### src/rtl/l1d_tlb_if.sv
// Walker response type and the L1D-side request/response interface of l1d_tlb.
// The L1D drives through the master modport and the TLB sits on the slave modport.
package l1d_tlb_pkg;
    typedef struct packed {
        logic [63:0] paddr;
        logic        fault;
        logic        dirty;
        logic        readable;
        logic        writable;
        logic        executable;
        logic        user;
        logic [1:0]  pgsize;
    } page_walk_rsp_t;
endpackage

interface l1d_tlb_if;
    logic        req_valid;
    logic        req_ready;
    logic [63:0] req_va;
    logic        req_store;
    logic        rsp_valid;
    logic [63:0] rsp_pa;
    logic        rsp_fault;
    logic        rsp_hit;

    modport master (
        output req_valid, req_va, req_store,
        input  req_ready, rsp_valid, rsp_pa, rsp_fault, rsp_hit
    );

    modport slave (
        input  req_valid, req_va, req_store,
        output req_ready, rsp_valid, rsp_pa, rsp_fault, rsp_hit
    );
endinterface

### src/rtl/l1d_tlb.sv
// Fully associative Sv39 data-side TLB (4K/2M/1G) in front of the page-table walker.
// Optional hit/miss statistics counters are built only when TLB_STATS_EN is defined.
module l1d_tlb
    import l1d_tlb_pkg::*;
#(
    parameter int N_ENTRIES = 8
) (
    input  logic           clk,
    input  logic           reset,
    input  logic           clear_tlb,
    l1d_tlb_if.slave       l1d,
    output logic           walk_req,
    output logic [63:0]    walk_va,
    input  logic           walk_rsp_valid,
    input  page_walk_rsp_t walk_rsp,
    output logic [31:0]    hit_count,
    output logic [31:0]    miss_count
);
    localparam int IDX_W = $clog2(N_ENTRIES);

    localparam logic [2:0] IDLE      = 3'd0;
    localparam logic [2:0] LOOKUP    = 3'd1;
    localparam logic [2:0] WALK      = 3'd2;
    localparam logic [2:0] WALK_DONE = 3'd3;
    localparam logic [2:0] RESP      = 3'd4;

    function automatic logic vpn_match(input logic [26:0] vpn, input logic [1:0] pgsize,
                                       input logic [26:0] va_vpn);
        case (pgsize)
            2'd0:    return vpn[26:18] == va_vpn[26:18];
            2'd1:    return vpn[26:9] == va_vpn[26:9];
            default: return vpn == va_vpn;
        endcase
    endfunction

    function automatic logic [63:0] compose_pa(input logic [43:0] ppn, input logic [1:0] pgsize,
                                               input logic [29:0] va_lo);
        case (pgsize)
            2'd0:    return {8'd0, ppn[43:18], va_lo[29:0]};
            2'd1:    return {8'd0, ppn[43:9], va_lo[20:0]};
            default: return {8'd0, ppn, va_lo[11:0]};
        endcase
    endfunction

    function automatic logic perm_fault(input logic store, input logic readable, input logic writable);
        return (store & ~writable) | (~store & ~readable);
    endfunction

    function automatic logic [31:0] sat_inc(input logic [31:0] v);
        return (v == 32'hFFFF_FFFF) ? v : v + 32'd1;
    endfunction

    logic [2:0]           state;
    logic [IDX_W-1:0]     repl_ptr;
    logic                 drop_fill;
    logic [63:0]          rsp_pa_q;
    logic                 rsp_fault_q;
    logic                 rsp_hit_q;

    logic [63:0]          va_q;
    logic                 store_q;
    logic                 refill_same;
    logic [IDX_W-1:0]     refill_idx;

    logic [N_ENTRIES-1:0] ent_valid;
    logic [26:0]          ent_vpn    [N_ENTRIES];
    logic [43:0]          ent_ppn    [N_ENTRIES];
    logic [1:0]           ent_pgsize [N_ENTRIES];
    logic [N_ENTRIES-1:0] ent_r;
    logic [N_ENTRIES-1:0] ent_w;
    logic [N_ENTRIES-1:0] ent_d;

    logic                 lkp_match;
    logic [IDX_W-1:0]     lkp_idx;

    always_comb begin
        lkp_match = 1'b0;
        lkp_idx   = '0;
        for (int i = 0; i < N_ENTRIES; i++) begin
            if (ent_valid[i] && vpn_match(ent_vpn[i], ent_pgsize[i], va_q[38:12])) begin
                lkp_match = 1'b1;
                lkp_idx   = IDX_W'(i);
            end
        end
    end

    logic             canonical;
    logic             dirty_miss;
    logic             tlb_hit;
    logic [63:0]      walk_pa;
    logic             walk_flt;
    logic             fill_en;
    logic [IDX_W-1:0] fill_idx;

    assign canonical  = (&va_q[63:38]) | ~(|va_q[63:38]);
    // A store to a clean writable page must re-walk so the walker can set D.
    assign dirty_miss = store_q & ent_w[lkp_idx] & ~ent_d[lkp_idx];
    assign tlb_hit    = lkp_match & ~dirty_miss;
    assign walk_pa    = compose_pa(walk_rsp.paddr[55:12], walk_rsp.pgsize, va_q[29:0]);
    assign walk_flt   = walk_rsp.fault | perm_fault(store_q, walk_rsp.readable, walk_rsp.writable);
    assign fill_en    = (state == WALK) & walk_rsp_valid & ~walk_rsp.fault & ~drop_fill & ~clear_tlb;
    assign fill_idx   = refill_same ? refill_idx : repl_ptr;

    always_ff @(posedge clk) begin
        if (reset) begin
            state       <= IDLE;
            repl_ptr    <= '0;
            drop_fill   <= 1'b0;
            ent_valid   <= '0;
            rsp_pa_q    <= '0;
            rsp_fault_q <= 1'b0;
            rsp_hit_q   <= 1'b0;
            walk_req    <= 1'b0;
            walk_va     <= '0;
        end else begin
            walk_req <= 1'b0;
            case (state)
                IDLE: begin
                    if (l1d.req_valid)
                        state <= LOOKUP;
                end
                LOOKUP: begin
                    if (!canonical) begin
                        rsp_pa_q    <= '0;
                        rsp_fault_q <= 1'b1;
                        rsp_hit_q   <= 1'b0;
                        state       <= RESP;
                    end else if (tlb_hit) begin
                        rsp_pa_q    <= compose_pa(ent_ppn[lkp_idx], ent_pgsize[lkp_idx], va_q[29:0]);
                        rsp_fault_q <= perm_fault(store_q, ent_r[lkp_idx], ent_w[lkp_idx]);
                        rsp_hit_q   <= 1'b1;
                        state       <= RESP;
                    end else begin
                        walk_req  <= 1'b1;
                        walk_va   <= va_q;
                        drop_fill <= 1'b0;
                        state     <= WALK;
                    end
                end
                WALK: begin
                    if (clear_tlb)
                        drop_fill <= 1'b1;
                    if (walk_rsp_valid) begin
                        rsp_pa_q    <= walk_rsp.fault ? '0 : walk_pa;
                        rsp_fault_q <= walk_flt;
                        rsp_hit_q   <= 1'b0;
                        state       <= WALK_DONE;
                        if (fill_en && !refill_same)
                            repl_ptr <= repl_ptr + IDX_W'(1);
                    end
                end
                WALK_DONE: state <= RESP;
                RESP:      state <= IDLE;
                default:   state <= IDLE;
            endcase

            // Invalidation wins over a fill landing in the same cycle.
            if (clear_tlb)
                ent_valid <= '0;
            else if (fill_en)
                ent_valid[fill_idx] <= 1'b1;
        end
    end

    always_ff @(posedge clk) begin
        if (state == IDLE && l1d.req_valid) begin
            va_q    <= l1d.req_va;
            store_q <= l1d.req_store;
        end
        if (state == LOOKUP) begin
            refill_same <= lkp_match;
            refill_idx  <= lkp_idx;
        end
        if (fill_en) begin
            ent_vpn[fill_idx]    <= va_q[38:12];
            ent_ppn[fill_idx]    <= walk_rsp.paddr[55:12];
            ent_pgsize[fill_idx] <= walk_rsp.pgsize;
            ent_r[fill_idx]      <= walk_rsp.readable;
            ent_w[fill_idx]      <= walk_rsp.writable;
            ent_d[fill_idx]      <= walk_rsp.dirty;
        end
    end

    assign l1d.req_ready = (state == IDLE);
    assign l1d.rsp_valid = (state == RESP);
    assign l1d.rsp_pa    = rsp_pa_q;
    assign l1d.rsp_fault = rsp_fault_q;
    assign l1d.rsp_hit   = rsp_hit_q;

`ifdef TLB_STATS_EN
    logic [31:0] hit_cnt;
    logic [31:0] miss_cnt;

    always_ff @(posedge clk) begin
        if (reset) begin
            hit_cnt  <= '0;
            miss_cnt <= '0;
        end else begin
            if (state == LOOKUP && canonical && !tlb_hit)
                miss_cnt <= sat_inc(miss_cnt);
            if (state == RESP && rsp_hit_q)
                hit_cnt <= sat_inc(hit_cnt);
        end
    end

    assign hit_count  = hit_cnt;
    assign miss_count = miss_cnt;
`else
    assign hit_count  = '0;
    assign miss_count = '0;
`endif

    logic unused_walk_bits;
    assign unused_walk_bits = ^{walk_rsp.paddr[63:56], walk_rsp.paddr[11:0],
                                walk_rsp.executable, walk_rsp.user};
endmodule

### src/flat_wrapper.sv
// flat-port wrapper written by rule: the top's interface ports become plain ports
module l1d_tlb_flat import l1d_tlb_pkg::*;
#(
    parameter int N_ENTRIES = 8
)
  (clk, reset, clear_tlb, walk_req, walk_va, walk_rsp_valid, walk_rsp, hit_count, miss_count, l1d_req_valid, l1d_req_va, l1d_req_store, l1d_req_ready, l1d_rsp_valid, l1d_rsp_pa, l1d_rsp_fault, l1d_rsp_hit);
  l1d_tlb_if l1d_i ();
  input  logic clk;
  input  logic reset;
  input  logic clear_tlb;
  output logic walk_req;
  output logic [63:0] walk_va;
  input  logic walk_rsp_valid;
  input  page_walk_rsp_t walk_rsp;
  output logic [31:0] hit_count;
  output logic [31:0] miss_count;
  input wire logic [$bits(l1d_i.req_valid)-1:0] l1d_req_valid;
  input wire logic [$bits(l1d_i.req_va)-1:0] l1d_req_va;
  input wire logic [$bits(l1d_i.req_store)-1:0] l1d_req_store;
  output wire logic [$bits(l1d_i.req_ready)-1:0] l1d_req_ready;
  output wire logic [$bits(l1d_i.rsp_valid)-1:0] l1d_rsp_valid;
  output wire logic [$bits(l1d_i.rsp_pa)-1:0] l1d_rsp_pa;
  output wire logic [$bits(l1d_i.rsp_fault)-1:0] l1d_rsp_fault;
  output wire logic [$bits(l1d_i.rsp_hit)-1:0] l1d_rsp_hit;
  assign l1d_i.req_valid = l1d_req_valid;
  assign l1d_i.req_va = l1d_req_va;
  assign l1d_i.req_store = l1d_req_store;
  assign l1d_req_ready = l1d_i.req_ready;
  assign l1d_rsp_valid = l1d_i.rsp_valid;
  assign l1d_rsp_pa = l1d_i.rsp_pa;
  assign l1d_rsp_fault = l1d_i.rsp_fault;
  assign l1d_rsp_hit = l1d_i.rsp_hit;
  l1d_tlb #(.N_ENTRIES(N_ENTRIES)) u_core (.clk(clk), .reset(reset), .clear_tlb(clear_tlb), .l1d(l1d_i), .walk_req(walk_req), .walk_va(walk_va), .walk_rsp_valid(walk_rsp_valid), .walk_rsp(walk_rsp), .hit_count(hit_count), .miss_count(miss_count));
endmodule
### config.mk
export PLATFORM = sky130hd
export DESIGN_NAME = l1d_tlb_flat
export DESIGN_NICKNAME = d
export VERILOG_FILES = /design/src/rtl/l1d_tlb_if.sv /design/src/rtl/l1d_tlb.sv /design/src/flat_wrapper.sv
export SDC_FILE = /design/constraint.sdc
export NUM_CORES = 1
export LEC_CHECK = 0
export BUFFER_PORTS_ARGS = -buffer_cell sky130_fd_sc_hd__buf_2
export CORE_MARGIN = 2
export CORE_UTILIZATION = 50
export DETAILED_ROUTE_END_ITERATION = 8
export PLACE_DENSITY = 0.69
export SLEW_MARGIN = 20
export SYNTH_ARGS = -nofsm -noshare
export SYNTH_HDL_FRONTEND = slang
export SYNTH_SLANG_ARGS = --single-unit
### constraint.sdc
create_clock -name clk -period 5.7 [get_ports clk]
set_input_delay 0.57 -clock clk [delete_from_list [all_inputs] [get_ports clk]]
set_output_delay 0.57 -clock clk [all_outputs]
set_load 0.02 [all_outputs]
# --- Word-level counts from Yosys, hierarchy flattened ---
# Memories as Yosys holds them, arrays and structs flattened.
# Cells that the tools add are included.
word_totals:
  word_cells: 192
  regBits: 239
  ramBits: 584
  out_inout_bits: 197
  mem_count: 3
classes:
  addsub: 1
  mux: 62
  order_cmp: 3
  bitwise_logic: 30
  n_reduce_logical: 33
  n_eq_ne: 44
memory_table:
  columns: ["memory", "words", "word_bits", "rd", "rd_clocked_by_memory_dff", "wr", "line_no", "rtl"]
  rows:
  - ["u_core.ent_ppn", 8, 44, 1, 0, 1, "l1d_tlb.sv:67", "logic [43:0] ent_ppn [N_ENTRIES];"]
  - ["u_core.ent_vpn", 8, 27, 8, 0, 1, "l1d_tlb.sv:66", "logic [26:0] ent_vpn [N_ENTRIES];"]
  - ["u_core.ent_pgsize", 8, 2, 9, 0, 1, "l1d_tlb.sv:68", "logic [1:0] ent_pgsize [N_ENTRIES];"]
op_table:
  columns: ["operator", "n"]
  rows:
  - ["$eq 27x27->1", 8]
  - ["$mux 64", 3]
  - ["$eq 18x18->1", 8]
  - ["$pmux 64 s2", 1]
  - ["$pmux 30 s2", 2]
  - ["$eq 9x9->1", 8]
  - ["$mux 56", 1]
  - ["$mux 3", 9]
  - ["$reduce_and 26->1", 1]
  - ["$reduce_or 26->1", 1]
  - ["$mux 1", 25]
  - ["$bwmux 8", 3]
  - ["$pmux 1 s2", 11]
  - ["$eq 2x1->1 const B", 10]
  - ["$logic_not 2->1", 10]
  - ["$not 1->1", 14]
  - ["$pmux 3 s4", 1]
  - ["$and 1x1->1", 11]
  - ["$logic_and 1x1->1", 11]
  - ["$bmux 1 s3", 3]
  - ["$reduce_and 3->1", 3]
  - ["$lt 3x4->1 const B", 2]
  - ["$ne 2x2->1 const B", 4]
  - ["$or 8x8->8", 1]
  - ["17 further kinds", 22]

# --- Logic depth before layout (Yosys ltp) ---
# Gate-level depths: netlist of run 1.
# An unclocked memory read counts as a cell.
depth:
  word_depth: 20
  ltp_mapped: 17
  ltp_nobuf: 12

# --- Least setup slack after synthesis of run 1 ---
# OpenSTA, ideal clock, no wires.
synth_timing:
  path_type: "input port to flip-flop"
  start: "input walk_rsp[7] (netlist name)"
  end: "register u_core.ent_d[6] (enable)"
  n_path_buf: 0
  slack_ns: 0.440
  cell_stages: 4
  arrival_time_ns: 4.748
  path_cell_list: "or3_1 > nor4b_1 > nand2_1 > nor2_1"
synth_between:
  elab_chain_len: 4
synth_lines:
  columns: ["item", "line_no", "rtl"]
  rows:
  - ["start: declaration", "flat_wrapper.sv:14", "input page_walk_rsp_t walk_rsp;"]
  - ["$not 1->1", "l1d_tlb.sv:101", "assign fill_en = (state == WALK) & walk_rsp_valid & ~walk_rsp.fault & ~drop_fill & ~clear_tlb;"]
  - ["$and 1x1->1 (3 in series)", "l1d_tlb.sv:101", null]
  - ["end signal: indexed assignment", "l1d_tlb.sv:180", "ent_d[fill_idx] <= walk_rsp.dirty;"]
  - ["end: declaration", "l1d_tlb.sv:71", "logic [N_ENTRIES-1:0] ent_d;"]
# Every way passes these cells.
# A chain may end at the register's enable or synchronous reset.

# --- Final worst setup path of run 1 ---
layout_timing:
  start: "register u_core.va_q[17]"
  end: "register u_core.rsp_pa_q[28] (netlist: u_core.l1d.rsp_pa[28])"
layout_between:
  elab_chain_len: 18
  word_cells_on_any_way: 58
layout_lines:
  columns: ["item", "line_no", "rtl"]
  rows:
  - ["start: declaration", "l1d_tlb.sv:60", "logic [63:0] va_q;"]
  - ["start signal: assignment", "l1d_tlb.sv:167", "va_q <= l1d.req_va;"]
  - ["parallel branches: the longest is 18 deep, another holds $mem_v2 8x2", null, null]
  - ["end signal: assignment", "l1d_tlb.sv:129", "rsp_pa_q <= compose_pa(ent_ppn[lkp_idx], ent_pgsize[lkp_idx], va_q[29:0]);"]
  - ["end signal: assignment", "l1d_tlb.sv:144", "rsp_pa_q <= walk_rsp.fault ? '0 : walk_pa;"]
  - ["end: declaration", "l1d_tlb.sv:56", "logic [63:0] rsp_pa_q;"]
# Several ways; the timed one is not identified. The select of a mux whose other input is x is not followed.

==> run metrics, run 1 <==
Crit path max-delay family compound AO/OA/AOI/OAI gates; Yosys top cell area share 60.6%; type of the most critical hold path primary input to flop; Final period util 91.4%; vias in the first global route roughly 21000; Worst Tran Pin Value 1.07 ns; final WL slightly above 80000 µm; Detailed Route Iter0 Violations 1977; GR Util All Layers 22.9%; Die Y 263 µm; # setup viols final 0; CTS tree built; gr ovfl total 0; leak pwr 13.2 nW; Post-synth EDFFs 677; worst-path maximum fanout 18; Via Count about 21000; Routed met2 length 39600 µm; WL per Instance 21.5 µm; CP Class flop to flop; yosys warns 0; Worst EP required 6.18 ns; maximum clock frequency 192 MHz; ys flop type edfxtp_1; Worst setup EP type flop; Synth area leaders edfxtp_1, dfxtp_1, xnor2_1, nand2_1, mux2i_1; initial antenna violation count 9; nets 2950; TritonCTS Sinks 815; Starting Density 50.7%; Avg Cell Area, Syn 13.1 µm²; Die ar. 69200 µm²; Power per Cell Area approximately 330 nW/µm²; number of H-tree levels 3; Area growth, synth to finish 14.8%; Core Box Area 66100 µm²; IO Count 339; clk root buf clkbuf_16; CP arrival 5.68 ns; crit start category flop; largest net degree at the start of global routing about 120; Setup Fix Bufs, Post-CTS 0; Rows 94; RePlAce Congestion 0.888; Worst path max stage delay 0.80 ns; Die Width 263 µm; Seq/Total Area, Yosys 68.8%; Slew Viols, Final 0; uppermost layer routed met5; DPL Wire Length about 48000 µm; WP buf/inv 1; synth unique cells 66; final hold viol count 0; clock-pin slew on the worst setup and hold paths around 0.06 ns; drt drc 0; crit path cell chain buf_4 -> xnor2_1 -> nand4_1 -> nor3_1 -> a32o_1 -> a311o_1 -> nand2_1 -> o21ai_0 -> a221o_1 -> a21oi_2 -> a311o_1 -> a31oi_1 -> a211oi_2; clock period minus worst slack 5.21 ns; RSZ-0062 raised after global routing false; FILL cells 5145; Detailed Routing Iterations Pass 1 6; Inserted Clock Buffers 84; Vias/cell approximately 5.7; Worst Skew 0.0229 ns; met1 WL roughly 33000 µm; Max clock buf depth 3; Yosys top cell by area edfxtp_1; total negative setup slack 0 ns; most frequent CP cell a311o_1; first-pass GRT wire length 123000 µm; FFs w/ async S/R, synth 0%; Max-cap violations 0; PortBufs 244; Final ANT Viol Nets 0; Rel. slew slack 28.4%; fin area between 30000 and 40000 µm²; layout cells sized above 1 17.4%; met3 wire length 5810 µm; area of placed instances roughly 36000 µm²; Yosys reg bits between 800 and 900; Worst IR Drop VDD 0.257 mV; Worst-Skew Late Latency 0.64 ns; Resize count post-CTS 0; outcome completed; synthesized cell area around 34000 µm²; Cells after Synth 2552; slowest CP cell edfxtp_1
## Yosys cell counts (41+ instances only)
cell      instances
nand3_1         163
buf_2            49
dfxtp_1         138
xnor2_1         194
o21ai_0          98
clkbuf_1         77
nand2_1         347
buf_4            77
edfxtp_1        677
nand4_1          48
nor3_1           41
mux2i_1          87
nor2_1          158
## per-stage QoR
step / total power, mW / worst slack, ns / std cells / hold slack (ns) / util, %
2_1_floorplan: 7.02 / 0.440 / 2623 / 0.454 / -
3_3_place_gp: 7.18 / 0.708 / 3583 / 0.443 / 53.9
3_5_place_dp: 7.20 / 0.371 / 3583 / 0.463 / 53.9
4_1_cts: 12.8 / 0.347 / 3738 / 0.0603 / 58.2
5_1_grt: 13.1 / 0.228 / 3742 / 0.0715 / 58.3
6_report: 12.7 / 0.493 / 3744 / 0.102 / 58.3
## per-layer routing
layer  up-vias  track usage (%)
li1       9769                -
met4        10             7.47
met5         -                0
met2       780             38.4
met1     10687             30.1
met3       145             4.41
## area by class of cell
| class | instances | area [µm²] | share of cell area, % |
|---|---|---|---|
| multi-input cells | 1575 | 9530 | 24.7 |
| flip-flops and latches | 815 | 23100 | 59.9 |
| diodes | 4 | 10.0 | 0.0260 |
| inverters | 12 | 45.0 | 0.117 |
| clock inverters | 28 | 413 | 1.07 |
| well taps | 864 | 1080 | 2.81 |
| clock buffers | 127 | 2440 | 6.35 |
| repair buffers | 319 | 1900 | 4.94 |
## path summary, 6_finish.rpt
path                                           from                                 end  slack [ns]  cells past startpoint
hold / removal                       l1d_req_va[56]           u_core.va_q[56]$_DFFE_PP_        0.10                      1
setup / recovery          u_core.va_q[17]$_DFFE_PP_  u_core.l1d.rsp_pa[28]$_SDFFE_PP0P_        0.49                     13
hold reg to reg   u_core.l1d.rsp_pa[5]$_SDFFE_PP0P_   u_core.l1d.rsp_pa[5]$_SDFFE_PP0P_        0.47                      2
setup reg to reg          u_core.va_q[17]$_DFFE_PP_  u_core.l1d.rsp_pa[28]$_SDFFE_PP0P_        0.49                     13
## flip-flops by register name (all words and copies together), names as in the netlist, 16 cells and up
signal,count
u_core.va_q,64
u_core.ent_pgsize,16
u_core.ent_ppn,352
u_core.walk_va,64
u_core.l1d.rsp_pa,56
u_core.ent_vpn,216
## logic make-up (layout without fill, tap and decap cells)
group | count (synthesis) | count (layout) | share of synthesized area [%]
flip-flops | 815 | 815 | 68.8
other | 1 | 76 | 0.0112
adder cells (fa/ha/maj) | 1 | 1 | 0.0373
multiplexers | 87 | 87 | 2.60
AO/OA/AOI/OAI | 345 | 345 | 7.53
buffers and inverters | 234 | 486 | 3.80
AND/OR/NAND/NOR | 851 | 852 | 11.5
XOR/XNOR | 218 | 218 | 5.69
## repair_timing
item,4_1_cts,5_1_grt
hold buffers,0,0
endpoints found under the hold margin,0,0
endpoints found under the setup margin,0,1
## power breakdown
group,internal [mW],switching [mW]
clock network,3.35,2.27
registers,6.51,0.0830
logic,0.164,0.316
total,10.0,2.66
## cell usage in the layout, fill, tap and decap left out, types with 9 or more instances in the layout
cell type / Yosys / final
nor2_1: 158 / 149
clkbuf_8: 0 / 16
nor4_1: 23 / 23
o221ai_1: 10 / 10
xnor2_1: 194 / 194
nor2_4: 1 / 10
o211ai_1: 20 / 20
nor3_1: 41 / 40
xor2_1: 24 / 24
a22oi_1: 30 / 30
o21ai_0: 98 / 97
nand2_1: 347 / 346
mux2i_1: 87 / 87
or3_1: 13 / 13
clkbuf_16: 0 / 85
clkbuf_1: 77 / 26
nand2b_1: 24 / 24
buf_2: 49 / 243
nand4_1: 48 / 48
inv_1: 12 / 12
a311o_1: 10 / 10
o21a_1: 9 / 9
buf_12: 0 / 9
a211oi_1: 22 / 22
a31oi_1: 14 / 14
o32a_1: 10 / 10
o22ai_1: 11 / 11
a211oi_2: 33 / 33
buf_4: 77 / 66
dfxtp_1: 138 / 138
nand3_1: 163 / 163
and3_1: 11 / 11
a21oi_1: 32 / 32
edfxtp_1: 677 / 677
conb_1: 1 / 72
## worst reg2reg max path, delay by kind of cell, from the launching register on
family / cells / cell delay (ns)
buf+inv: 1 / 0.28
compound gates: 8 / 3.02
simple gates: 3 / 0.83
flops: 1 / 0.80
xor+xnor: 1 / 0.13
Note: power is estimated with default switching activity, not from simulation.
==> inputs of run 2 (changes only) <==
--- a/config.mk
+++ b/config.mk
@@ -6,10 +6,13 @@
 export NUM_CORES = 1
 export LEC_CHECK = 0
 export BUFFER_PORTS_ARGS = -buffer_cell sky130_fd_sc_hd__buf_2
+export CORE_ASPECT_RATIO = 1.4
 export CORE_MARGIN = 2
 export CORE_UTILIZATION = 50
 export DETAILED_ROUTE_END_ITERATION = 8
 export PLACE_DENSITY = 0.69
+export SETUP_SLACK_MARGIN = 0.5
+export SKIP_CTS_REPAIR_TIMING = 1
 export SLEW_MARGIN = 20
 export SYNTH_ARGS = -nofsm -noshare
 export SYNTH_HDL_FRONTEND = slang
==> run metrics, run 2 (same netlist as run 1, synthesis figures left out) <==
outcome completed (unchanged); crit path cell chain xnor2_1 -> nand2_1 -> nor3_1 -> a32o_1 -> a21oi_1 -> a21oi_4 -> mux2i_1 -> nand2_1 -> o31ai_4 -> nor2_4 -> buf_12 -> nor2_1 -> a211oi_2 (was buf_4 -> xnor2_1 -> nand4_1 -> nor3_1 -> a32o_1 -> a311o_1 -> nand2_1 -> o21ai_0 -> a221o_1 -> a21oi_2 -> a311o_1 -> a31oi_1 -> a211oi_2); Reg2Reg Setup Slack 0.73 ns (was 0.49 ns); gr ovfl total 0 (unchanged); Worst Tran Pin Value 1.03 ns (was 1.07 ns); Power per Cell Area 319 nW/µm² (was 329 nW/µm²); FILL cells 5222 (was 5145); vias in the first global route 20548 (was 21128); sw frac 21.0% (about the same); CP arrival 5.43 ns (was 5.68 ns); max reg flops 352 (unchanged); maximum clock frequency 201 MHz (was 192 MHz); Inserted Clock Buffers 77 (was 84); most common cell after layout, fill and taps aside edfxtp_1 (unchanged); GR Util All Layers 22.7% (was 22.9%); WP buf/inv 1 (unchanged); Worst EP required 6.17 ns (was 6.18 ns); clk root buf clkbuf_16 (unchanged); RePlAce Congestion 0.870 (was 0.888); Die ar. 69200 µm² (about the same); hold endpoint u_core.va_q[4]$_DFFE_PP_ (was u_core.va_q[56]$_DFFE_PP_); RSZ-0062 raised after global routing true (was false); worst hold slack 0.119 ns (was 0.102 ns); Die Y 310 µm (was 263 µm); type of the most critical hold path primary input to flop (unchanged); Final period util 87.1% (was 91.4%); final hold viol count 0 (unchanged); final WL 80100 µm (was 80600 µm); Switch Pwr 2.56 mW (was 2.66 mW); Final ANT Viol Nets 0 (unchanged); R2R cell count 13 (unchanged); Detailed Route Iter0 Violations 1769 (was 1977); most frequent CP cell nand2_1 (was a311o_1); Rel. slew slack 31.6% (was 28.4%); Area growth, synth to finish 14.1% (was 14.8%); leak pwr 13.1 nW (was 13.2 nW); worst-path maximum fanout 113 (was 18); Rows 112 (was 94); slowest CP cell edfxtp_1 (unchanged); Via Count 21077 (was 21391); sequential power share 53.9% (was 52.0%); Max clock buf depth 3 (unchanged); Multi-input gate area 9560 µm² (was 9530 µm²); P_int 9.66 mW (was 10.0 mW); hold path depth 1 (unchanged); # setup viols final 0 (unchanged); crit start category flop (unchanged); Worst setup EP type flop (unchanged); clock-pin slew on the worst setup and hold paths 0.06 ns (about the same); Vias/cell 5.66 (was 5.71); area of placed instances 35600 µm² (about the same); largest net degree at the start of global routing 114 (was 121); initial antenna violation count 10 (was 9); Die Width 223 µm (was 263 µm); clock period minus worst slack 4.97 ns (was 5.21 ns); drt drc 0 (unchanged); Max-cap violations 0 (unchanged); DPL Wire Length 49000 µm (was 47700 µm); layout cells sized above 1 17.5% (was 17.4%); CP Class flop to flop (unchanged); total negative setup slack 0 ns (unchanged); Slew Viols, Final 0 (unchanged); CTS tree built (unchanged); Starting Density 50.4% (was 50.7%); Combinational Power Share 4.0% (was 3.8%); Core Box Area 66600 µm² (was 66100 µm²); Worst Skew 0.0204 ns (was 0.0229 ns); Crit path max-delay family compound AO/OA/AOI/OAI gates (unchanged); Critical R2R Capture u_core.l1d.rsp_pa[32]$_SDFFE_PP0P_ (was u_core.l1d.rsp_pa[28]$_SDFFE_PP0P_); clock power share 42.1% (was 44.2%); largest register by flop count u_core.ent_ppn (unchanged); first-pass GRT wire length 120000 µm (was 123000 µm); Worst IR Drop VDD 0.316 mV (was 0.257 mV); Cells after DPL 3570 (was 3583); power consumption 12.2 mW (was 12.7 mW); fin area 38300 µm² (was 38500 µm²); number of H-tree levels 3 (unchanged); register area 23100 µm² (unchanged); Detailed Routing Iterations Pass 1 6 (unchanged); most frequent cells in the layout edfxtp_1, nand2_1, buf_2 (unchanged); nets 2947 (was 2950); Worst path max stage delay 0.68 ns (was 0.80 ns); r2r startpoint u_core.va_q[32]$_DFFE_PP_ (was u_core.va_q[17]$_DFFE_PP_); TritonCTS Sinks 815 (unchanged); Worst-Skew Late Latency 0.63 ns (was 0.64 ns); PortBufs 244 (unchanged); top flop regs u_core.ent_ppn: 352 flops, u_core.ent_vpn: 216 flops (unchanged); IO Count 339 (unchanged); WL per Instance 21.5 µm (about the same); Finished Layout Cells 3725 (was 3744); hold wc startpoint l1d_req_va[4] (was l1d_req_va[56])
run 2: cell count changes in the layout (fill, tap and decap cells not counted), moves of 3 or more:
cell / delta
clkinv_2: +4
clkinv_1: +6
buf_4: +3
clkbuf_8: -6
clkinv_8: -3
inv_6: +3
clkbuf_16: -5
clkbuf_1: -11
run 2: through the flow:
step                utilization (%)  setup slack (ns)
CTS                            57.3             0.450
detailed placement             53.5             0.450
finish                         57.5             0.735
global placement               53.5             0.543
floorplan                         -             0.440
global route                   57.5             0.465
run 2: power groups by stage:
stage | sequential [mW] | combinational [mW] | clock, mW
floorplan | 6.70 | 0.323 | 0
global placement | 6.71 | 0.463 | 0
detailed placement | 6.71 | 0.478 | 0
CTS | 6.58 | 0.481 | 5.23
global route | 6.58 | 0.535 | 5.45
finish | 6.58 | 0.490 | 5.15
run 2: routing by layer:
| metal | track usage, % | up-vias | routed length [µm] |
|---|---|---|---|
| li1 | - | 9747 | - |
| met1 | 28.3 | 10432 | 31600 |
| met2 | 39.9 | 756 | 40800 |
| met3 | 4.01 | 136 | 5240 |
| met4 | 8.29 | 6 | 2410 |
| met5 | 0 | - | 37 |
run 2: how the worst max path moves through the flow:
stage / start / to / slack, ns / depth (start not counted)
after floorplan: walk_rsp[7] / u_core.ent_d[6]$_DFFE_PP_ / 0.44 / 4
after global routing: u_core.va_q[32]$_DFFE_PP_ / u_core.l1d.rsp_pa[29]$_SDFFE_PP0P_ / 0.46 / 13
after detailed placement: u_core.va_q[27]$_DFFE_PP_ / u_core.l1d.rsp_fault$_SDFFE_PP0P_ / 0.45 / 13
after CTS: u_core.va_q[27]$_DFFE_PP_ / u_core.walk_va[45]$_SDFFE_PP0P_ / 0.45 / 12
after global placement: u_core.va_q[27]$_DFFE_PP_ / u_core.l1d.rsp_fault$_SDFFE_PP0P_ / 0.54 / 13
final: u_core.va_q[32]$_DFFE_PP_ / u_core.l1d.rsp_pa[32]$_SDFFE_PP0P_ / 0.73 / 13
run 2: worst reg2reg max path: stages (launching register included):
cell and delay (ns):
edfxtp_1 0.68, xnor2_1 0.54, nand2_1 0.12, nor3_1 0.56, a32o_1 0.52, a21oi_1 0.25
a21oi_4 0.51, mux2i_1 0.25, nand2_1 0.14, o31ai_4 0.45, nor2_4 0.06, buf_12 0.22
nor2_1 0.45, a211oi_2 0.06
run 2: layout make-up:
cell class | instances | area share, %
flip-flops and latches | 815 | 60.3
multi-input cells | 1574 | 25.0
clock buffers | 105 | 5.73
repair buffers | 324 | 5.13
well taps | 855 | 2.79
clock inverters | 36 | 0.908
inverters | 12 | 0.118
diodes | 4 | 0.0261
